**config.mk**
```make
export PLATFORM = sky130hd
export DESIGN_NAME = mem_stage
export DESIGN_NICKNAME = d
export VERILOG_FILES = /design/src/rtl/mips_pkg.sv /design/src/rtl/mem_wb_reg.sv /design/src/rtl/mem_stage.sv
export SDC_FILE = /design/constraint.sdc
export NUM_CORES = 1
export LEC_CHECK = 0
export ABC_AREA = 1
export CORE_MARGIN = 5
export CORE_UTILIZATION = 41
export DETAILED_ROUTE_END_ITERATION = 8
export PLACE_DENSITY = 0.88
export SLEW_MARGIN = 20
export SYNTH_ARGS = -nofsm -noshare
export SYNTH_HDL_FRONTEND = slang
export SYNTH_SLANG_ARGS = --single-unit
```
**constraint.sdc**
```tcl
create_clock -name clock -period 1.8 [get_ports clock]
set_input_delay 0.18 -clock clock [delete_from_list [all_inputs] [get_ports clock]]
set_output_delay 0.18 -clock clock [all_outputs]
set_load 0.005 [all_outputs]
```
**src/rtl/mips_pkg.sv**
```systemverilog
// Shared types and constants for the MIPS memory stage: FSM states, branch
// condition encodings, default datapath widths and the branch-condition helper.
package mips_pkg;

    localparam int DATA_W = 32;
    localparam int REG_W  = 5;

    localparam logic [1:0] BR_EQ   = 2'd0;
    localparam logic [1:0] BR_LT   = 2'd1;
    localparam logic [1:0] BR_GT   = 2'd2;
    localparam logic [1:0] BR_NONE = 2'd3;

    typedef enum logic {
        IDLE,
        ACCESS
    } mem_state_t;

    function automatic logic branch_cond(input logic [1:0] br_type,
                                         input logic       zero,
                                         input logic       lt,
                                         input logic       gt);
        logic taken;
        taken = 1'b0;
        case (br_type)
            BR_EQ:   taken = zero;
            BR_LT:   taken = lt;
            BR_GT:   taken = gt;
            default: taken = 1'b0;
        endcase
        return taken;
    endfunction

endpackage

```
**src/rtl/mem_wb_reg.sv**
```systemverilog
// MEM/WB pipeline register: valid bit updates every cycle, payload fields only
// when load is asserted so a stalled stage keeps presenting its last result.
module mem_wb_reg
    import mips_pkg::*;
#(
    parameter int DW = DATA_W,
    parameter int RW = REG_W
) (
    input  logic          clock,
    input  logic          reset_n,
    input  logic          load,
    input  logic          valid_in,
    input  logic          reg_write_in,
    input  logic          mem_to_reg_in,
    input  logic [DW-1:0] read_data_in,
    input  logic [DW-1:0] alu_result_in,
    input  logic [RW-1:0] write_reg_in,
    output logic          valid,
    output logic          reg_write,
    output logic          mem_to_reg,
    output logic [DW-1:0] read_data,
    output logic [DW-1:0] alu_result,
    output logic [RW-1:0] write_reg
);

    always_ff @(posedge clock or negedge reset_n) begin
        if (!reset_n) begin
            valid      <= 1'b0;
            reg_write  <= 1'b0;
            mem_to_reg <= 1'b0;
            read_data  <= '0;
            alu_result <= '0;
            write_reg  <= '0;
        end else begin
            valid <= valid_in;
            if (load) begin
                reg_write  <= reg_write_in;
                mem_to_reg <= mem_to_reg_in;
                read_data  <= read_data_in;
                alu_result <= alu_result_in;
                write_reg  <= write_reg_in;
            end
        end
    end

endmodule

```
**src/rtl/mem_stage.sv**
```systemverilog
// MIPS MEM stage: branch resolution, data-memory req/ack handshake with upstream
// stall, and MEM/WB register. Define MEM_TIMEOUT_EN to abort hung accesses.
module mem_stage
    import mips_pkg::*;
#(
    parameter int DW = DATA_W,
    parameter int RW = REG_W
`ifdef MEM_TIMEOUT_EN
    ,
    parameter int TIMEOUT_CYCLES = 255
`endif
) (
    input  logic          clock,
    input  logic          reset_n,
    input  logic          ex_valid,
    input  logic          ex_zero,
    input  logic          ex_lt,
    input  logic          ex_gt,
    input  logic          ex_branch,
    input  logic [1:0]    ex_br_type,
    input  logic          ex_mem_write,
    input  logic          ex_mem_read,
    input  logic          ex_mem_to_reg,
    input  logic          ex_reg_write,
    input  logic [DW-1:0] ex_alu_result,
    input  logic [DW-1:0] ex_add_result,
    input  logic [DW-1:0] ex_store_data,
    input  logic [RW-1:0] ex_write_reg,
    output logic          dmem_req,
    output logic          dmem_we,
    output logic [DW-1:0] dmem_addr,
    output logic [DW-1:0] dmem_wdata,
    input  logic          dmem_ack,
    input  logic [DW-1:0] dmem_rdata,
    output logic          pc_src,
    output logic [DW-1:0] branch_target,
    output logic          mem_stall,
    output logic          wb_valid,
    output logic          wb_reg_write,
    output logic          wb_mem_to_reg,
    output logic [DW-1:0] wb_read_data,
    output logic [DW-1:0] wb_alu_result,
    output logic [RW-1:0] wb_write_reg,
    output logic          mem_err
);

    mem_state_t    state;
    mem_state_t    state_next;
    logic          mem_op;
    logic          timeout_hit;
    logic          wb_load;
    logic          wb_valid_next;
    logic          wb_reg_write_next;
    logic [DW-1:0] wb_read_data_next;

    assign mem_op        = ex_valid & (ex_mem_read | ex_mem_write);
    assign branch_target = ex_add_result;
    assign pc_src        = (state == IDLE) & ex_valid & ex_branch &
                           branch_cond(ex_br_type, ex_zero, ex_lt, ex_gt);

    always_comb begin
        state_next        = state;
        mem_stall         = 1'b0;
        wb_load           = 1'b0;
        wb_valid_next     = 1'b0;
        wb_reg_write_next = ex_reg_write;
        wb_read_data_next = '0;
        case (state)
            IDLE: begin
                if (mem_op) begin
                    state_next = ACCESS;
                    mem_stall  = 1'b1;
                end else begin
                    wb_load       = 1'b1;
                    wb_valid_next = ex_valid;
                end
            end
            ACCESS: begin
                // The instruction is still held in EX/MEM, so its fields load directly on completion.
                mem_stall = ~(dmem_ack | timeout_hit);
                if (dmem_ack) begin
                    state_next        = IDLE;
                    wb_load           = 1'b1;
                    wb_valid_next     = 1'b1;
                    wb_read_data_next = dmem_we ? '0 : dmem_rdata;
                end else if (timeout_hit) begin
                    state_next        = IDLE;
                    wb_load           = 1'b1;
                    wb_valid_next     = 1'b1;
                    wb_reg_write_next = 1'b0;
                end
            end
            default: state_next = IDLE;
        endcase
    end

    always_ff @(posedge clock or negedge reset_n) begin
        if (!reset_n) begin
            state      <= IDLE;
            dmem_req   <= 1'b0;
            dmem_we    <= 1'b0;
            dmem_addr  <= '0;
            dmem_wdata <= '0;
        end else begin
            state <= state_next;
            if ((state == IDLE) && mem_op) begin
                dmem_req   <= 1'b1;
                dmem_we    <= ex_mem_write;
                dmem_addr  <= ex_alu_result;
                dmem_wdata <= ex_store_data;
            end else if ((state == ACCESS) && (state_next == IDLE)) begin
                dmem_req <= 1'b0;
                dmem_we  <= 1'b0;
            end
        end
    end

`ifdef MEM_TIMEOUT_EN
    localparam int CW = ($clog2(TIMEOUT_CYCLES + 1) > 8) ? $clog2(TIMEOUT_CYCLES + 1) : 8;

    logic [CW-1:0] access_cnt;

    assign timeout_hit = (state == ACCESS) && !dmem_ack &&
                         (access_cnt == CW'(TIMEOUT_CYCLES - 1));

    always_ff @(posedge clock or negedge reset_n) begin
        if (!reset_n) begin
            access_cnt <= '0;
            mem_err    <= 1'b0;
        end else begin
            access_cnt <= (state == ACCESS) ? access_cnt + 1'b1 : '0;
            if (timeout_hit) begin
                mem_err <= 1'b1;
            end
        end
    end
`else
    assign timeout_hit = 1'b0;
    assign mem_err     = 1'b0;
`endif

    mem_wb_reg #(
        .DW(DW),
        .RW(RW)
    ) u_mem_wb_reg (
        .clock         (clock),
        .reset_n       (reset_n),
        .load          (wb_load),
        .valid_in      (wb_valid_next),
        .reg_write_in  (wb_reg_write_next),
        .mem_to_reg_in (ex_mem_to_reg),
        .read_data_in  (wb_read_data_next),
        .alu_result_in (ex_alu_result),
        .write_reg_in  (ex_write_reg),
        .valid         (wb_valid),
        .reg_write     (wb_reg_write),
        .mem_to_reg    (wb_mem_to_reg),
        .read_data     (wb_read_data),
        .alu_result    (wb_alu_result),
        .write_reg     (wb_write_reg)
    );

endmodule

```
# Word level (Yosys, flattened, before mapping)
# Cells that the tools add are included.
[word_totals]
ff_bits = 139
inputBits = 147
output_inout_bits = 173
[classes]
eq_ne = 2
mux = 16
bitwise = 8
n_reduce_logical = 4
[op_table]
columns = ["op", "count"]
rows = [
  ["two-way mux 32 bit", 3],
  ["two-way mux 1 bit", 8],
  ["one-hot mux 1 bit (2 select lines)", 4],
  ["bitwise AND 1 bit", 4],
  ["inverter 1 bit", 3],
  ["one-hot mux 1 bit (3 select lines)", 1],
  ["== test 2 x 1 -> 1 bit, second input constant", 1],
  ["== test 2 bit, second input constant", 1],
  ["logical AND 1 bit", 2],
  ["zero test 2 bit", 1],
  ["nonzero test 2 bit", 1],
  ["OR 1 bit", 1],
]

# Logic depth before layout (Yosys ltp)
[depth]
depth_word = 8
ltp_mapped = 7
depth_no_buf = 6

# By module
# From an unflattened synthesis, not the netlist that was laid out.
[unflattened]
hier_cells = 714
area_unflattened_um2 = 5980.7
[modules_own_cells]
columns = ["mod", "instances", "cells_per_inst", "area_each_um2", "seq_area_each_um2"]
rows = [
  ["mem_stage", 1, 413, 3246.9, 1676.6],
  ["mem_wb_reg", 1, 301, 2733.9, 1801.7],
]

# Worst setup path before layout
# Ideal clock, no wire load.
[synth_timing]
path_type = "reg2reg"
from = "register state"
to = "register dmem_addr[0]"
setup_ns = 0.116
arrival_ns = 1.035
required_time_ns = 1.684
path_slack_ns = 0.649
stages_incl_launch_ff = 7
period_less_slack_ns = 1.151
path_cell_list = "dfrtp_1 nor2_4 nand2_4 buf_6 buf_2 nand2_1 nand2_1"
[synth_via]
elab_chain_cells = 2
[synth_rtl]
columns = ["item", "line_no", "source"]
rows = [
  ["start: declaration", "mem_stage.sv:47", "mem_state_t state;"],
  ["start signal: assignment", "mem_stage.sv:105", "state <= state_next;"],
  ["inverter 1 bit", "--", ""],
  ["logical AND 1 bit", "mem_stage.sv:106", "if ((state == IDLE) && mem_op) begin"],
  ["end signal: assignment", "mem_stage.sv:109", "dmem_addr <= ex_alu_result;"],
  ["end: declaration", "mem_stage.sv:31", "output logic [DW-1:0] dmem_addr,"],
]
# Every way passes these cells.
# A chain may end at the register's enable or synchronous reset.

# Final worst setup path
[layout_timing]
from = "register state"
to = "output pc_src"
[layout_via]
elab_chain_cells = 4
[layout_rtl]
columns = ["item", "line_no", "source"]
rows = [
  ["inverter 1 bit", "--", ""],
  ["bitwise AND 1 bit (3 in a row)", "mem_stage.sv:58", "assign pc_src = (state == IDLE) & ex_valid & ex_branch &"],
  ["end: declaration", "mem_stage.sv:35", "output logic pc_src,"],
]
# Every way passes these cells.

==> summary.md <==
| Metric | Value |
|---|---|
| GR Util All Layers | `21.0%` |
| Clock transition at path regs | `0.06 ns` |
| Crit-path slowest cell | `dfrtp_1` |
| Commonest non-fill, non-tap cells in the layout | `nand2_1 (376), clkdlybuf4s50_1 (251), dfrtp_1 (139)` |
| Synth unique cells | `15` |
| Via density | `4.75` |
| Worst VDD drop | `633 uV` |
| Max cap viols | `0` |
| Syn nets | `785` |
| DR vias | `4,993` |
| Worst-case reg-to-reg path depth | `6` |
| Type of origin of the critical path | `flip-flop` |
| Initial DRC count | `306` |
| DR pass1 iterations | `4` |
| Ranking of synthesized cells by area | `dfrtp_1 (62%), nand2_1 (25%), buf_4 (4.9%)` |
| CP Capture Type | `output port` |
| CP cell instances | `nor2_4 > buf_4 > nand3_1 > nor2_1 > dlygate4sd2_1` |
| Detailed-route wire length | `16,900 um` |
| Core Area | `0.0134 mm2` |
| Storage element area | `0.00348 mm2` |
| RR Startpoint | `state` |
| Setup WS pre-CTS | `0.0940 ns` |
| PD cells | `1140 mW/mm2` |
| Register area share after synthesis | `61.6%` |
| Mux share of post-synthesis cell area | `0%` |
| Cell taking the most area after synthesis | `dfrtp_1` |
| CTS tree | `built` |
| Worst Path Arrival | `1.47 ns` |
| Seq cells post-synth | `139` |
| Final setup TNS | `0 ns` |
| Htree depth | `4` |
| WS Path Type | `reg -> out` |
| Compound-Gate Fraction of Synth Area | `0.0886%` |
| Final Max Tran Viols | `0` |
| Io pins | `320` |
| # DRC | `0` |
| Die ar. | `0.0162 mm2` |
| Adder-Cell Fraction of Synth Area | `0%` |
| Multi-input logic area | `0.00168 mm2` |
| Global-route wire length before repair | `26,900 um` |
| Commonest non-fill, non-tap cell in the layout | `nand2_1` |
| Vias in the first global route | `5,148` |
| Clock sink total | `139` |
| Final Power | `9.96 mW` |
| Post-DRT Antenna Nets | `0` |
| Clock latency on the worst-skew pair | `0.41 ns` |
| Placed cell count | `1,018` |
| Critical path fanouts, max | `3` |
| # diodes | `0` |
| Post-DP HPWL | `12,200 um` |
| Synthesized instance count | `638` |
| CP required | `1.62 ns` |
| Nets | `1,011` |
| Max Freq | `0.606 GHz` |
| Area grow syn2layout | `55.2%` |
| Setup violations, final | `0` |
| Grt total ovfl | `0` |
| Status | `completed` |
| Clock root buffer | `clkbuf_16` |
| Mapped cell area | `0.00565 mm2` |
| RSZ-0062 raised after global routing | `false` |
| Area after DPL | `0.00816 mm2` |
| Yosys warns | `0` |
| Filler Cells Inserted | `1,023` |
| Share of layout cells above drive strength 1 | `5.71%` |
| Final Cell Area | `0.00877 mm2` |
| Final Cycle Share | `91.6%` |
| Xor and xnor area share after synthesis | `0%` |
| Post-synthesis simple-gate area fraction | `29.6%` |
| Final hold slack | `0.247 ns` |
| Antenna violations before repair | `0` |
| Clock Path Buffers | `2` |
| Avg Cell Area, Syn | `8.85 um2` |
| Setup Skew | `0.00410 ns` |
| Input/output buffers | `254` |
| Die X | `127 um` |
| CTS buffer count | `17` |
| Final Non-Filler Cells | `1,052` |
| Main combinational cell family by area after synthesis | `simple AND/OR/NAND/NOR gates` |
| R2r setup slk | `0.39 ns` |
| Synth top area share | `61.6%` |
| Pleak | `4.37 nW` |
| Std cell rows | `42` |
| PnR worst setup slack | `0.151 ns` |
| Global placer's final weighted congestion | `0.804` |
| Largest net degree at the start of global routing | `61` |
| Fin crit period | `1.65 ns` |
| Finished Core Util | `65.4%` |
| Initial core utilization | `42.2%` |
| Crit-path max cell delay | `0.42 ns` |
| End of the worst register-to-register path | `u_mem_wb_reg.alu_result[2]` |
| Post-DR wirelength/cell | `16.1 um` |
| Chip height | `127 um` |
| Path type of the worst min-delay path | `in -> async` |
| Hold Vio Cnt, Final | `0` |
worst max path at each step:
| stage | start | slack, ns | to | depth (start not counted) |
|---|---|---|---|---|
| floorplan | state | 0.65 | dmem_addr[0] | 6 |
| global placement | ex_valid | 0.11 | pc_src | 6 |
| detailed placement | ex_valid | 0.09 | pc_src | 6 |
| CTS | state | 0.13 | pc_src | 5 |
| global route | state | 0.09 | pc_src | 5 |
| finish | state | 0.15 | pc_src | 5 |
cell type report:
type	instances	share of cell area (%)
clock buffer	23	5.34
clock inverter	8	1.34
inverter	8	0.342
multi-input combinational	427	19.2
sequential	139	39.7
tap	176	2.51
timing repair buffer	271	31.6
critical path, delay by kind of cell (launching register included):
| family | cells | cell delay (ns) |
|---|---|---|
| buffers and inverters | 2 | 0.36 |
| AND/OR/NAND/NOR | 3 | 0.28 |
| flip-flops | 1 | 0.42 |
cell families after synthesis:
kind of cell           Yosys count
AO/OA/AOI/OAI                    1
buffers and inverters           72
flip-flops                     139
AND/OR/NAND/NOR                425
other                            1
synthesized netlist by cell type:
library cell  instances
o21ai_0               1
nor2_4                1
nand2_4               2
clkbuf_1              3
buf_4                37
dfrtp_1             139
conb_1                1
nand3_1              42
nand2_1             377
buf_2                16
inv_2                 1
nor2_1                2
nor2_2                1
buf_6                 8
inv_1                 7
power by group:
part / internal, mW / switching, mW
Clock: 2.24 / 1.23
Sequential: 3.68 / 0.320
Combinational: 1.47 / 1.03
Total: 7.39 / 2.57
layer usage:
metal  vias up  track usage [%]  share of wire, %
met5         -                0                 0
met4         0             7.26               2.2
met3        33             8.60                10
met2       230             35.0                50
met1      2356             24.7                37
li1       2374                -                 -
what timing repair did:
| action | 4_1_cts | 5_1_grt |
|---|---|---|
| hold buffers | 1 | 0 |
| endpoints found under the setup margin | 2 | 0 |
| gates resized for setup | 2 | 0 |
| hold endpoints to repair | 36 | 0 |
| buffers inserted | 2 | 0 |
(Power assumes the default switching activity.)
